## src/rtl/vga_timing_gen_if.sv

```systemverilog
// rtl/vga_timing_gen_if.sv - pixel request bus between the raster generator and a pixel source
// The generator (master) issues coordinates and request strobes; the pixel
// source (slave) returns 12-bit colour PIX_LAT cycles after each coordinate.
interface vga_timing_gen_if #(
   parameter int CNT_W = 11
);
   logic [CNT_W-1:0] pix_x;
   logic [CNT_W-1:0] pix_y;
   logic             pix_req;
   logic             frame_start;
   logic [11:0]      rgb_in;

   modport master (
      output pix_x,
      output pix_y,
      output pix_req,
      output frame_start,
      input  rgb_in
   );

   modport slave (
      input  pix_x,
      input  pix_y,
      input  pix_req,
      input  frame_start,
      output rgb_in
   );
endinterface

```

## src/rtl/vga_timing_gen.sv

```systemverilog
// rtl/vga_timing_gen.sv - parametrised VGA raster timing generator and pixel output stage
// Optional feature macro: TEST_PATTERN_EN (adds test_mode input and 8 vertical colour bars).
// Counters run at the pixel clock; de, syncs and colour leave through a
// PIX_LAT+1 deep pipeline so they stay aligned with the returned pixel colour.
module vga_timing_gen #(
   parameter int H_ACTIVE = 640,
   parameter int H_FP     = 16,
   parameter int H_SYNC   = 96,
   parameter int H_BP     = 48,
   parameter int V_ACTIVE = 480,
   parameter int V_FP     = 10,
   parameter int V_SYNC   = 2,
   parameter int V_BP     = 33,
   parameter int HS_POL   = 0,
   parameter int VS_POL   = 0,
   parameter int PIX_LAT  = 1,
   parameter int CNT_W    = 11
) (
   input  logic             clk25,
   input  logic             rst_n,
   input  logic             run,
`ifdef TEST_PATTERN_EN
   input  logic             test_mode,
`endif
   vga_timing_gen_if.master pix,
   output logic [3:0]       red_out,
   output logic [3:0]       green_out,
   output logic [3:0]       blue_out,
   output logic             hSync,
   output logic             vSync,
   output logic             de
);

   localparam int H_TOTAL = H_ACTIVE + H_FP + H_SYNC + H_BP;
   localparam int V_TOTAL = V_ACTIVE + V_FP + V_SYNC + V_BP;

   localparam logic [CNT_W-1:0] H_LAST   = CNT_W'(H_TOTAL - 1);
   localparam logic [CNT_W-1:0] V_LAST   = CNT_W'(V_TOTAL - 1);
   localparam logic [CNT_W-1:0] H_VIS    = CNT_W'(H_ACTIVE);
   localparam logic [CNT_W-1:0] V_VIS    = CNT_W'(V_ACTIVE);
   localparam logic [CNT_W-1:0] HS_START = CNT_W'(H_ACTIVE + H_FP);
   localparam logic [CNT_W-1:0] HS_END   = CNT_W'(H_ACTIVE + H_FP + H_SYNC);
   localparam logic [CNT_W-1:0] VS_START = CNT_W'(V_ACTIVE + V_FP);
   localparam logic [CNT_W-1:0] VS_END   = CNT_W'(V_ACTIVE + V_FP + V_SYNC);

   // Active sync levels; the idle level is the complement.
   localparam logic HS_ACT = (HS_POL != 0);
   localparam logic VS_ACT = (VS_POL != 0);

   logic [CNT_W-1:0] h_cnt;
   logic [CNT_W-1:0] v_cnt;

   logic h_vis;
   logic v_vis;
   logic de_raw;
   logic hs_raw;
   logic vs_raw;

   // Stage k of each delay line holds the stage-0 value from k cycles ago.
   logic de_pipe [1:PIX_LAT];
   logic hs_pipe [1:PIX_LAT];
   logic vs_pipe [1:PIX_LAT];
`ifdef TEST_PATTERN_EN
   logic [CNT_W-1:0] x_pipe [1:PIX_LAT];
`endif

   logic [11:0] stage_rgb;

`ifdef TEST_PATTERN_EN
   // Eight equal-width vertical bars across the visible line.
   function automatic logic [11:0] bar_colour(input logic [CNT_W-1:0] x);
      int idx;
      idx = (int'(x) * 8) / H_ACTIVE;
      case (idx)
         0:       bar_colour = 12'hFFF;
         1:       bar_colour = 12'hFF0;
         2:       bar_colour = 12'h0FF;
         3:       bar_colour = 12'h0F0;
         4:       bar_colour = 12'hF0F;
         5:       bar_colour = 12'hF00;
         6:       bar_colour = 12'h00F;
         default: bar_colour = 12'h000;
      endcase
   endfunction
`endif

   // Raster counters: h wraps every line, v advances on the h wrap; both freeze when run=0.
   always_ff @(posedge clk25 or negedge rst_n) begin
      if (!rst_n) begin
         h_cnt <= '0;
         v_cnt <= '0;
      end else if (run) begin
         if (h_cnt == H_LAST) begin
            h_cnt <= '0;
            if (v_cnt == V_LAST) begin
               v_cnt <= '0;
            end else begin
               v_cnt <= v_cnt + 1'b1;
            end
         end else begin
            h_cnt <= h_cnt + 1'b1;
         end
      end
   end

   assign h_vis  = (h_cnt < H_VIS);
   assign v_vis  = (v_cnt < V_VIS);
   // A frozen raster never requests pixels, so the pipeline drains to black.
   assign de_raw = run & h_vis & v_vis;
   // Syncs follow the held counters during run=0, so they keep their last level.
   assign hs_raw = ((h_cnt >= HS_START) && (h_cnt < HS_END)) ? HS_ACT : ~HS_ACT;
   assign vs_raw = ((v_cnt >= VS_START) && (v_cnt < VS_END)) ? VS_ACT : ~VS_ACT;

   assign pix.pix_x       = h_cnt;
   assign pix.pix_y       = v_cnt;
   // Gated by rst_n so both strobes drop immediately when reset asserts.
   assign pix.pix_req     = rst_n & de_raw;
   assign pix.frame_start = rst_n & run & (h_cnt == '0) & (v_cnt == '0);

   // Delay de/sync (and x for the bar pattern) by PIX_LAT to meet the returned colour.
   always_ff @(posedge clk25 or negedge rst_n) begin
      if (!rst_n) begin
         for (int i = 1; i <= PIX_LAT; i++) begin
            de_pipe[i] <= 1'b0;
            hs_pipe[i] <= ~HS_ACT;
            vs_pipe[i] <= ~VS_ACT;
`ifdef TEST_PATTERN_EN
            x_pipe[i]  <= '0;
`endif
         end
      end else begin
         de_pipe[1] <= de_raw;
         hs_pipe[1] <= hs_raw;
         vs_pipe[1] <= vs_raw;
`ifdef TEST_PATTERN_EN
         x_pipe[1]  <= h_cnt;
`endif
         for (int i = 2; i <= PIX_LAT; i++) begin
            de_pipe[i] <= de_pipe[i-1];
            hs_pipe[i] <= hs_pipe[i-1];
            vs_pipe[i] <= vs_pipe[i-1];
`ifdef TEST_PATTERN_EN
            x_pipe[i]  <= x_pipe[i-1];
`endif
         end
      end
   end

   // Colour source at stage PIX_LAT: upstream pixel or the internal bar pattern.
   always_comb begin
      stage_rgb = pix.rgb_in;
`ifdef TEST_PATTERN_EN
      if (test_mode) begin
         stage_rgb = bar_colour(x_pipe[PIX_LAT]);
      end
`endif
   end

   // Final pin register: colour is forced to black whenever de is low.
   always_ff @(posedge clk25 or negedge rst_n) begin
      if (!rst_n) begin
         red_out   <= 4'h0;
         green_out <= 4'h0;
         blue_out  <= 4'h0;
         de        <= 1'b0;
         hSync     <= ~HS_ACT;
         vSync     <= ~VS_ACT;
      end else begin
         de    <= de_pipe[PIX_LAT];
         hSync <= hs_pipe[PIX_LAT];
         vSync <= vs_pipe[PIX_LAT];
         if (de_pipe[PIX_LAT]) begin
            red_out   <= stage_rgb[11:8];
            green_out <= stage_rgb[7:4];
            blue_out  <= stage_rgb[3:0];
         end else begin
            red_out   <= 4'h0;
            green_out <= 4'h0;
            blue_out  <= 4'h0;
         end
      end
   end

endmodule

```

## src/flat_wrapper.sv

```systemverilog
// flat-port wrapper written by rule: the top's interface ports become plain ports
module vga_timing_gen_flat 
#(
   parameter int H_ACTIVE = 640,
   parameter int H_FP     = 16,
   parameter int H_SYNC   = 96,
   parameter int H_BP     = 48,
   parameter int V_ACTIVE = 480,
   parameter int V_FP     = 10,
   parameter int V_SYNC   = 2,
   parameter int V_BP     = 33,
   parameter int HS_POL   = 0,
   parameter int VS_POL   = 0,
   parameter int PIX_LAT  = 1,
   parameter int CNT_W    = 11
)
  (clk25, rst_n, run, red_out, green_out, blue_out, hSync, vSync, de, pix_pix_x, pix_pix_y, pix_pix_req, pix_frame_start, pix_rgb_in);
  vga_timing_gen_if #(.CNT_W(CNT_W)) pix_i ();
  input  logic clk25;
  input  logic rst_n;
  input  logic run;
  output logic [3:0] red_out;
  output logic [3:0] green_out;
  output logic [3:0] blue_out;
  output logic hSync;
  output logic vSync;
  output logic de;
  output wire logic [$bits(pix_i.pix_x)-1:0] pix_pix_x;
  output wire logic [$bits(pix_i.pix_y)-1:0] pix_pix_y;
  output wire logic [$bits(pix_i.pix_req)-1:0] pix_pix_req;
  output wire logic [$bits(pix_i.frame_start)-1:0] pix_frame_start;
  input wire logic [$bits(pix_i.rgb_in)-1:0] pix_rgb_in;
  assign pix_pix_x = pix_i.pix_x;
  assign pix_pix_y = pix_i.pix_y;
  assign pix_pix_req = pix_i.pix_req;
  assign pix_frame_start = pix_i.frame_start;
  assign pix_i.rgb_in = pix_rgb_in;
  vga_timing_gen #(.H_ACTIVE(H_ACTIVE), .H_FP(H_FP), .H_SYNC(H_SYNC), .H_BP(H_BP), .V_ACTIVE(V_ACTIVE), .V_FP(V_FP), .V_SYNC(V_SYNC), .V_BP(V_BP), .HS_POL(HS_POL), .VS_POL(VS_POL), .PIX_LAT(PIX_LAT), .CNT_W(CNT_W)) u_core (.clk25(clk25), .rst_n(rst_n), .run(run), .pix(pix_i), .red_out(red_out), .green_out(green_out), .blue_out(blue_out), .hSync(hSync), .vSync(vSync), .de(de));
endmodule
```

## config.mk

```make
export PLATFORM = sky130hd
export DESIGN_NAME = vga_timing_gen_flat
export DESIGN_NICKNAME = d
export VERILOG_FILES = /design/src/rtl/vga_timing_gen_if.sv /design/src/rtl/vga_timing_gen.sv /design/src/flat_wrapper.sv
export SDC_FILE = /design/constraint.sdc
export NUM_CORES = 1
export LEC_CHECK = 0
export BUFFER_PORTS_ARGS = -buffer_cell sky130_fd_sc_hd__buf_4
export CORE_MARGIN = 4
export CORE_UTILIZATION = 46
export DETAILED_ROUTE_END_ITERATION = 16
export GPL_TIMING_DRIVEN = 0
export PLACE_DENSITY = 0.8
export SKIP_LAST_GASP = 1
export SYNTH_ARGS = -nofsm -noshare
export SYNTH_HDL_FRONTEND = slang
export SYNTH_SLANG_ARGS = --single-unit
export TNS_END_PERCENT = 5
```

## constraint.sdc

```tcl
create_clock -name clk25 -period 2.1 [get_ports clk25]
set_input_delay 0.21 -clock clk25 [delete_from_list [all_inputs] [get_ports clk25]]
set_output_delay 0.21 -clock clk25 [all_outputs]
set_load 0.02 [all_outputs]
```

== Yosys cells after proc, flatten, opt, wreduce, memory -nomap -nowiden ==
Index checks and enable logic that the tools add are counted.

* Add/sub/neg operators: 2
* Order comparisons: 6
* Equality and inequality tests: 2
* Mux-type cells: 7
* Bitwise gates (word level): 6
* Reduce and logical (&&, ||, !) cells: 5

{| class="wikitable"
|+ Operators by type and width
! cell !! count
|-
| 11-bit by 1-bit adder with 11-bit output (second input constant) || 2
|-
| 11-bit by 10-bit == test with 1-bit output (second input constant) || 2
|-
| 11-bit zero test || 2
|-
| 11-bit by 10-bit less-than comparator with 1-bit output (second input constant) || 2
|-
| 11-bit by 9-bit less-than comparator with 1-bit output (second input constant) || 2
|-
| 11-bit two-way mux || 2
|-
| 4-bit two-way mux || 3
|-
| 11-bit by 10-bit greater-or-equal comparator with 1-bit output (second input constant) || 1
|-
| 11-bit by 9-bit greater-or-equal comparator with 1-bit output (second input constant) || 1
|-
| 1-bit bitwise AND || 6
|-
| 1-bit logical AND || 2
|-
| 1-bit two-way mux || 2
|-
| 2-bit AND reduction || 1
|}

* Register bits: 40
* Input port bits: 15

== Depth between registers and ports, before layout ==
Gate-level depths: netlist of run 1.

* Depth in word-level cells: 4
* Gate-level depth with buffers: 7
* Gate-level depth less buffers: 6

== Worst setup path before layout of run 1 ==
Ideal clock, no wire load.

* Path type: register to register
* Start: register u_core.h_cnt[5] (netlist: u_core.pix.pix_x[5])
* End: register u_core.v_cnt[0] (netlist: u_core.pix.pix_y[0])
* Library setup time: 0.125 ns
* Data arrival time: 1.964 ns
* Path slack: 0.012 ns
* Stages on the path, launching flop included: 5
* Path buffers: 1
* Period minus slack after synthesis: 2.088 ns
* Cell sequence: dfrtp_1 or4b_4 or4_4 buf_6 mux2_2

* Longest elaborated chain between the ends: 2

{| class="wikitable"
|+ Ends and longest elaborated chain
! item !! line !! source
|-
| start, declared || vga_timing_gen.sv:50 || <nowiki>logic [CNT_W-1:0] h_cnt;</nowiki>
|-
| start signal, assigned || vga_timing_gen.sv:101 || <nowiki>h_cnt <= h_cnt + 1'b1;</nowiki>
|-
| 11-bit by 10-bit == test with 1-bit output || vga_timing_gen.sv:93 || <nowiki>if (h_cnt == H_LAST) begin</nowiki>
|-
| 2-bit AND reduction (no source line) || - ||
|-
| end signal, assigned || vga_timing_gen.sv:98 || <nowiki>v_cnt <= v_cnt + 1'b1;</nowiki>
|-
| end, declared || vga_timing_gen.sv:51 || <nowiki>logic [CNT_W-1:0] v_cnt;</nowiki>
|}

No other way between the ends.
A chain may end at the register's enable or synchronous reset.

== Worst setup path in the final report of run 1 ==
* Start: register u_core.h_cnt[10] (netlist: u_core.pix.pix_x[10])
* End: register u_core.v_cnt[4] (netlist: u_core.pix.pix_y[4])

The elaborated chain is that of the path after synthesis.

==> key figures, run 1 <==
Drt
  – Avg WL per Cell: 14.2 um
  – Met3 WL: 307 um
  – DR vias/cell: 5.25
  – Total wire length: 4.02 mm
  – WL met2: 1.81 mm
  – Top sig layer: met4
  – WL met1: 1.85 mm
  – DRC: 0
  – Routed vias: 1480
  – ANT nets after route: 0
  – Starting DRT DRC Count: 65
  – Drt pass-1 iters: 4

Pwr
  – Clk pwr share: 33.3%
  – LEAKAGE: 1.23 nW
  – Max IR drop VDD: 0.441 mV
  – Gate power share: 19.5%
  – Cell-internal power: 1.32 mW
  – PD cells: 740 mW/mm2
  – Sequential power share: 47.2%
  – Sw Share: 28.0%
  – Switch Pwr: 0.513 mW

Cells and area
  – Number of diodes: 0
  – Non-Filler Instances: 282
  – Nets: 252
  – Share of cells above drive strength 1: 32.9%
  – Area Growth Syn to Fin: 32.7%

Setup path
  – Critical Path AT: 2.29 ns
  – Crit. End Element: flop
  – Crit-path max FO: 8
  – Startpoint types: flop
  – Worst Path Required: 2.33 ns
  – Kind of critical path: flop to flop

Floorplan
  – Die Y: 71.7 um
  – IO Count: 54
  – Initial Util: 49.2%
  – Row count: 22
  – Die W: 71.7 um
  – Die area: 0.00514 mm2
  – Core area: 0.00380 mm2

Synthesis
  – Syn Area/Cell: 10.9 um2
  – Top cells by area, synth: dfrtp_1 48%, dfstp_2 5.6%, and2_1 4.7%
  – Seq cells post-synth: 40
  – Post-synth EDFFs: 0
  – Proportion of netlist area held by the largest area contributor: 48.2%
  – Syn Inst Count: 171
  – Post-synth ARST share: 100%
  – Syn Nets: 190
  – Synth area leader: dfrtp_1
  – Synth Warn #: 0
  – Seq/Total Area, Yosys: 53.9%
  – Netlist Area Pre-Place: 0.00187 mm2
  – Synth Flop Type: dfrtp_1
  – Number of distinct library cells after synthesis: 40

Global route
  – GRT overflow: 0
  – Vias in the first global route: 1479
  – Initial antenna violation count: 0
  – Tot GR Track Use: 16.7%
  – First-pass GRT wire length: 6.80 mm
  – Pin count of the biggest net entering global routing: 37

Place
  – Cells after DPL: 271
  – IO buf count: 52
  – DP Wirelength: 2.86 mm
  – Routability-driven placement congestion ratio: 0.908

STA
  – RSZ-0062 raised after global routing: true
  – Max Slew Vio Count: 0
  – Sum Neg Setup Slack: 0 ns
  – Crit share post-route: 98.0%
  – Minimum clock period after layout: 2.06 ns
  – Final Setup Violations: 0
  – Fin. Hold Viols: 0
  – Max-slew headroom: 66.8%
  – Worst Tran Pin Value: 0.494 ns
  – Clock skew: 0.00845 ns
  – FMAX: 486 MHz

Clock network
  – Root Buffer: clkbuf_8
  – CTS tree: built
  – Clock tree sinks: 40
  – Clock slew at reported path FFs: 0.08 ns
  – Total CTS buffers: 5
  – Clock tree buffer depth: 2
  – # H-tree levels: 2
  – Clock insertion delay at the later pin of the skew report: 0.29 ns

Job
  – Number of max-cap violations: 0

Run status
  – Status: completed

Min path
  – Worst min path class: input port to flop
synth_stat cells (2+ instances only):
library cell and instances:
dfrtp_1 36, and2_1 14, nor2_1 11, and3_1 8, nand3_1 8, nand2_1 7
nand4_1 7, o21ai_0 7, clkbuf_1 6, inv_1 6, xnor2_1 5, dfstp_2 4
ha_1 4, a21o_1 3, a21oi_1 3, a22o_1 3, and4_1 3, nand2b_1 3
nor4b_1 3, xor2_1 3, a31oi_1 2, buf_2 2, mux2_2 2, nor2b_1 2
nor3_1 2, nor4_1 2, o2bb2ai_1 2
per-layer routing:
metal  global-route usage [%]  up-vias
met1                     22.6      697
met4                     4.38        0
met2                     26.4       49
met5                        0        -
met3                     4.63        7
li1                         -      727
per-stage QoR:
step	utilization [%]	setup WS (ns)	power, mW	hold WS, ns	area, um2
floorplan	-	0.0116	1.07	-0.0856	1870
global placement	61.0	-0.150	1.21	0.212	2320
detailed placement	61.0	-0.118	1.22	0.219	2320
CTS	65.1	0.0248	1.85	0.130	2470
global route	65.3	-0.0366	1.93	0.123	2480
finish	65.3	0.0414	1.83	0.133	2480
area by class of cell:
class	count	area [um2]
Clock buffer	6	72.6
Inverter	6	22.5
Timing Repair Buffer	55	428
Buffer	9	46.3
Multi-Input combinational cell	116	808
Fill cell	322	1320
Tap cell	48	60.1
Clock inverter	2	35.0
Sequential cell	40	1010
what timing repair did:
| item | CTS | global route |
|---|---|---|
| buffers inserted | 1 | 0 |
| endpoints found under the hold margin | 36 | 0 |
| gates resized for setup | 2 | 1 |
| endpoints found under the setup margin | 6 | 8 |
| hold buffers | 2 | 0 |
logic make-up after synthesis:
family / share of synthesized area, %
AND/OR/NAND/NOR: 26.7
adder cells (fa/ha/maj): 2.68
flip-flops: 53.9
XOR/XNOR: 3.75
buffers and inverters: 3.55
AO/OA/AOI/OAI: 7.77
multiplexers: 1.74
state kept, by name, summed over array words and instances, names as in the netlist:
name and flops:
u_core.de_pipe 1, u_core.green_out 4, u_core.vs_pipe 1, u_core.hSync 1, u_core.red_out 4, u_core.pix.pix_y 11
u_core.de 1, u_core.hs_pipe 1, u_core.blue_out 4, u_core.vSync 1, u_core.pix.pix_x 11
cell usage in the layout, fill, tap and decap left out, types with 2 or more instances in the layout:
cell type and count:
buf_4 54, dfrtp_1 36, and2_1 14, nor2_1 11
and3_1 8, nand3_1 8, clkbuf_1 7, o21ai_0 7
nand4_1 7, nand2_1 7, inv_1 6, xnor2_1 5
clkbuf_8 5, ha_1 4, dfstp_2 4, nand2b_1 3
a21oi_1 3, and4_1 3, a21o_1 3, a22o_1 3
xor2_1 3, nor4b_1 2, nor3_1 2, o2bb2ai_1 2
mux2_2 2, a31oi_1 2, nor2b_1 2
power groups by stage:
stage	Combinational (mW)	Clock [mW]	Sequential (mW)
2_1_floorplan	0.134	0	0.936
3_3_place_gp	0.326	0	0.883
3_5_place_dp	0.333	0	0.888
4_1_cts	0.360	0.628	0.866
5_1_grt	0.393	0.665	0.874
6_report	0.357	0.611	0.865
path summary, 6_finish.rpt:
kind / slack (ns) / startpoint / cells past startpoint / endpoint
max in group asynchronous: 1.44 / rst_n / 3 / u_core.pix.pix_x[10]
worst min register to register: 0.36 / u_core.vs_pipe / 0 / u_core.vSync
worst max-delay path: 0.04 / u_core.pix.pix_x[10] / 5 / u_core.pix.pix_y[4]
worst max register to register: 0.04 / u_core.pix.pix_x[10] / 5 / u_core.pix.pix_y[4]
worst min-delay path: 0.13 / pix_rgb_in[10] / 2 / u_core.red_out[2]
min in group asynchronous: 0.47 / rst_n / 2 / u_core.hs_pipe
worst max-delay path: stages, from the launching register on:
cell and delay, ns:
dfrtp_1 0.46, or4b_4 0.53, or4_4 0.53, buf_6 0.16, nor2_8 0.15, a32o_1 0.17
No activity file was read; power rests on OpenSTA's default activity.
==> run 2, diff against run 1 <==
--- a/config.mk
+++ b/config.mk
@@ -6,11 +6,13 @@
 export NUM_CORES = 1
 export LEC_CHECK = 0
 export BUFFER_PORTS_ARGS = -buffer_cell sky130_fd_sc_hd__buf_4
+export CELL_PAD_IN_SITES_DETAIL_PLACEMENT = 1
+export CELL_PAD_IN_SITES_GLOBAL_PLACEMENT = 2
 export CORE_MARGIN = 4
-export CORE_UTILIZATION = 46
+export CORE_UTILIZATION = 29
 export DETAILED_ROUTE_END_ITERATION = 16
 export GPL_TIMING_DRIVEN = 0
-export PLACE_DENSITY = 0.8
+export PLACE_DENSITY = 0.81
 export SKIP_LAST_GASP = 1
 export SYNTH_ARGS = -nofsm -noshare
 export SYNTH_HDL_FRONTEND = slang
==> key figures, run 2 (same netlist as run 1, synthesis figures left out) <==
Setup path
  – Critical Path Slowest Stage Cell: or4b_4
  – Crit-path max FO: 8 (unchanged)
  – Crit. End Element: flop
  – Max incr delay on CP: 0.58 ns (+0.05 ns)
  – Worst R2R Path Depth: 4 (-1)
  – Critical Path AT: 2.17 ns (-0.12 ns)
  – Startpoint types: flop
  – Critical path, cell by cell: or4b_4 -> or4_4 -> buf_12 -> mux2_2
  – WP buf/inv: 1 (unchanged)
  – Worst Path Required: 2.28 ns (-0.05 ns)
  – Worst flop-to-flop path startpoint: u_core.pix.pix_x[6]
  – Reg2Reg Capture Point: u_core.pix.pix_y[0]
  – Worst R2R Setup Slack: 0.11 ns (+0.07 ns)
  – Kind of critical path: flop to flop
  – Worst path top cell family by delay: simple AND/OR/NAND/NOR gates

Drt
  – Routed vias: 1573 (+6.3%)
  – Drt pass-1 iters: 4 (unchanged)
  – DRC: 0 (unchanged)
  – DR vias/cell: 4.99 (-4.9%)
  – Total wire length: 5.21 mm (+30%)
  – Starting DRT DRC Count: 53 (-18%)
  – Avg WL per Cell: 16.5 um (+16%)
  – ANT nets after route: 0 (unchanged)

Cells and area
  – Number of diodes: 0 (unchanged)
  – Leading cell types in the layout, fill and taps excluded: 61 x buf_4, 32 x dfrtp_1, 14 x and2_1, 11 x nor2_1
  – Final core utilization: 42.5% (-23 points)
  – Commonest non-fill, non-tap cell in the layout: buf_4
  – Share of cells above drive strength 1: 37.1% (+4.2 points)
  – Number of fill cells: 694 (+120%)
  – Non-Filler Instances: 315 (+12%)
  – Area Growth Syn to Fin: 38.6%
  – Nets: 258 (+2.4%)
  – Design Area, Final: 0.00259 mm2 (+4.5%)

Floorplan
  – Initial Util: 30.6% (-19 points)
  – Row count: 28 (+27%)
  – Die W: 88.3 um (+23%)
  – IO Count: 54 (unchanged)
  – Core area: 0.00610 mm2 (+60%)
  – Die Y: 88.3 um (+23%)
  – Die area: 0.00779 mm2 (+51%)

Clock network
  – Total CTS buffers: 5 (unchanged)
  – Root Buffer: clkbuf_8
  – # H-tree levels: 2 (unchanged)
  – Clock tree buffer depth: 2 (unchanged)
  – Clock insertion delay at the later pin of the skew report: 0.30 ns (about the same)
  – Clock tree sinks: 40 (unchanged)
  – CTS tree: built
  – Clock slew at reported path FFs: 0.08 ns (about the same)

Place
  – Routability-driven placement congestion ratio: 0.742 (-18%)
  – DP Wirelength: 3.55 mm (+24%)
  – Cells after DPL: 298 (+10%)
  – Setup WS pre-CTS: -0.275 ns (-0.157 ns)
  – Placed instance area: 0.00235 mm2 (+1.5%)
  – IO buf count: 52 (unchanged)

STA
  – Max Slew Vio Count: 0 (unchanged)
  – PnR worst setup slack: 0.107 ns (+0.0659 ns)
  – Fin. Hold Viols: 0 (unchanged)
  – FMAX: 502 MHz (+3.3%)
  – Minimum clock period after layout: 1.99 ns (-0.0659 ns)
  – RSZ-0062 raised after global routing: true
  – Max-slew headroom: 67.1% (+0.32 points)
  – Final Setup Violations: 0 (unchanged)
  – Clock skew: 0.00814 ns (-0.000306 ns)
  – Crit share post-route: 94.9% (-3.1 points)
  – Worst Tran Pin Value: 0.489 ns (-0.00469 ns)

Min path
  – Worst Hold End: u_core.blue_out[0]
  – Hold_sp: pix_rgb_in[0]
  – Worst Hold Depth: 2 (unchanged)
  – Worst min path class: input port to flop

Global route
  – Initial antenna violation count: 0 (unchanged)
  – Tot GR Track Use: 13.7% (-3.0 points)
  – Pin count of the biggest net entering global routing: 37 (unchanged)
  – GRT overflow: 0 (unchanged)
  – First-pass GRT wire length: 8.26 mm (+22%)
  – Vias in the first global route: 1619 (+9.5%)

Pwr
  – Max IR drop VDD: 0.327 mV (-26%)
  – PD cells: 720 mW/mm2 (-2.7%)
  – LEAKAGE: 1.26 nW (+3.0%)
  – Tot Pwr: 1.86 mW (+1.7%)

Run status
  – Status: completed

Job
  – Number of max-cap violations: 0 (unchanged)
run 2: how the worst max path moves through the flow:
stage / start / end / slack [ns] / cells after the start
after floorplan: u_core.pix.pix_x[5] / u_core.pix.pix_y[0] / 0.01 / 4
after global placement: u_core.pix.pix_x[5] / u_core.pix.pix_y[4] / -0.28 / 5
after detailed placement: u_core.pix.pix_x[9] / u_core.pix.pix_y[4] / -0.28 / 5
after CTS: u_core.pix.pix_x[9] / u_core.pix.pix_y[4] / -0.04 / 5
after global routing: u_core.pix.pix_x[7] / pix_frame_start / -0.04 / 5
final: u_core.pix.pix_x[6] / u_core.pix.pix_y[0] / 0.11 / 4
run 2: through the flow:
step           TNS, ns  hold WS (ns)
5_1_grt        -0.0778         0.118
4_1_cts         -0.146         0.119
3_3_place_gp     -1.49         0.232
3_5_place_dp     -1.57         0.232
6_report             0         0.130
2_1_floorplan        0       -0.0856
run 2: where the power goes:
| group | switching (mW) | internal, mW | total (mW) | leakage [nW] |
|---|---|---|---|---|
| Sequential | 0.0756 | 0.819 | 0.895 | 0.513 |
| Clock | 0.274 | 0.353 | 0.627 | 0.0552 |
| Combinational | 0.185 | 0.158 | 0.343 | 0.694 |
run 2: final cells by class:
cell class,instances,area [um2],share of cell area [%]
clock buffers,6,72.6,2.80
inverters,6,22.5,0.870
flip-flops and latches,40,1010,39.0
well taps,75,93.8,3.62
multi-input cells,116,823,31.8
repair buffers,62,480,18.6
clock inverters,2,35.0,1.35
plain buffers,8,51.3,1.98
run 2: layer usage:
metal | up-vias | global-route usage (%) | part of all wire, %
met5 | - | 0 | 0
met4 | 0 | 3.43 | 0.92
met3 | 5 | 2.79 | 5.6
met2 | 44 | 22.7 | 48
met1 | 779 | 18.5 | 45
li1 | 745 | - | -
run 2: worst reg2reg max path, stage by stage, from the launching register on:
cell and delay (ns):
dfrtp_2 0.43, or4b_4 0.58, or4_4 0.45, buf_12 0.16
mux2_2 0.25
run 2: what timing repair did:
item,in CTS,in global routing
pin swaps,0,4
cloned,0,0
hold endpoints to repair,36,0
setup buffers,0,8
hold buffers,2,0
gates resized for setup,3,8
endpoints found under the setup margin,13,13
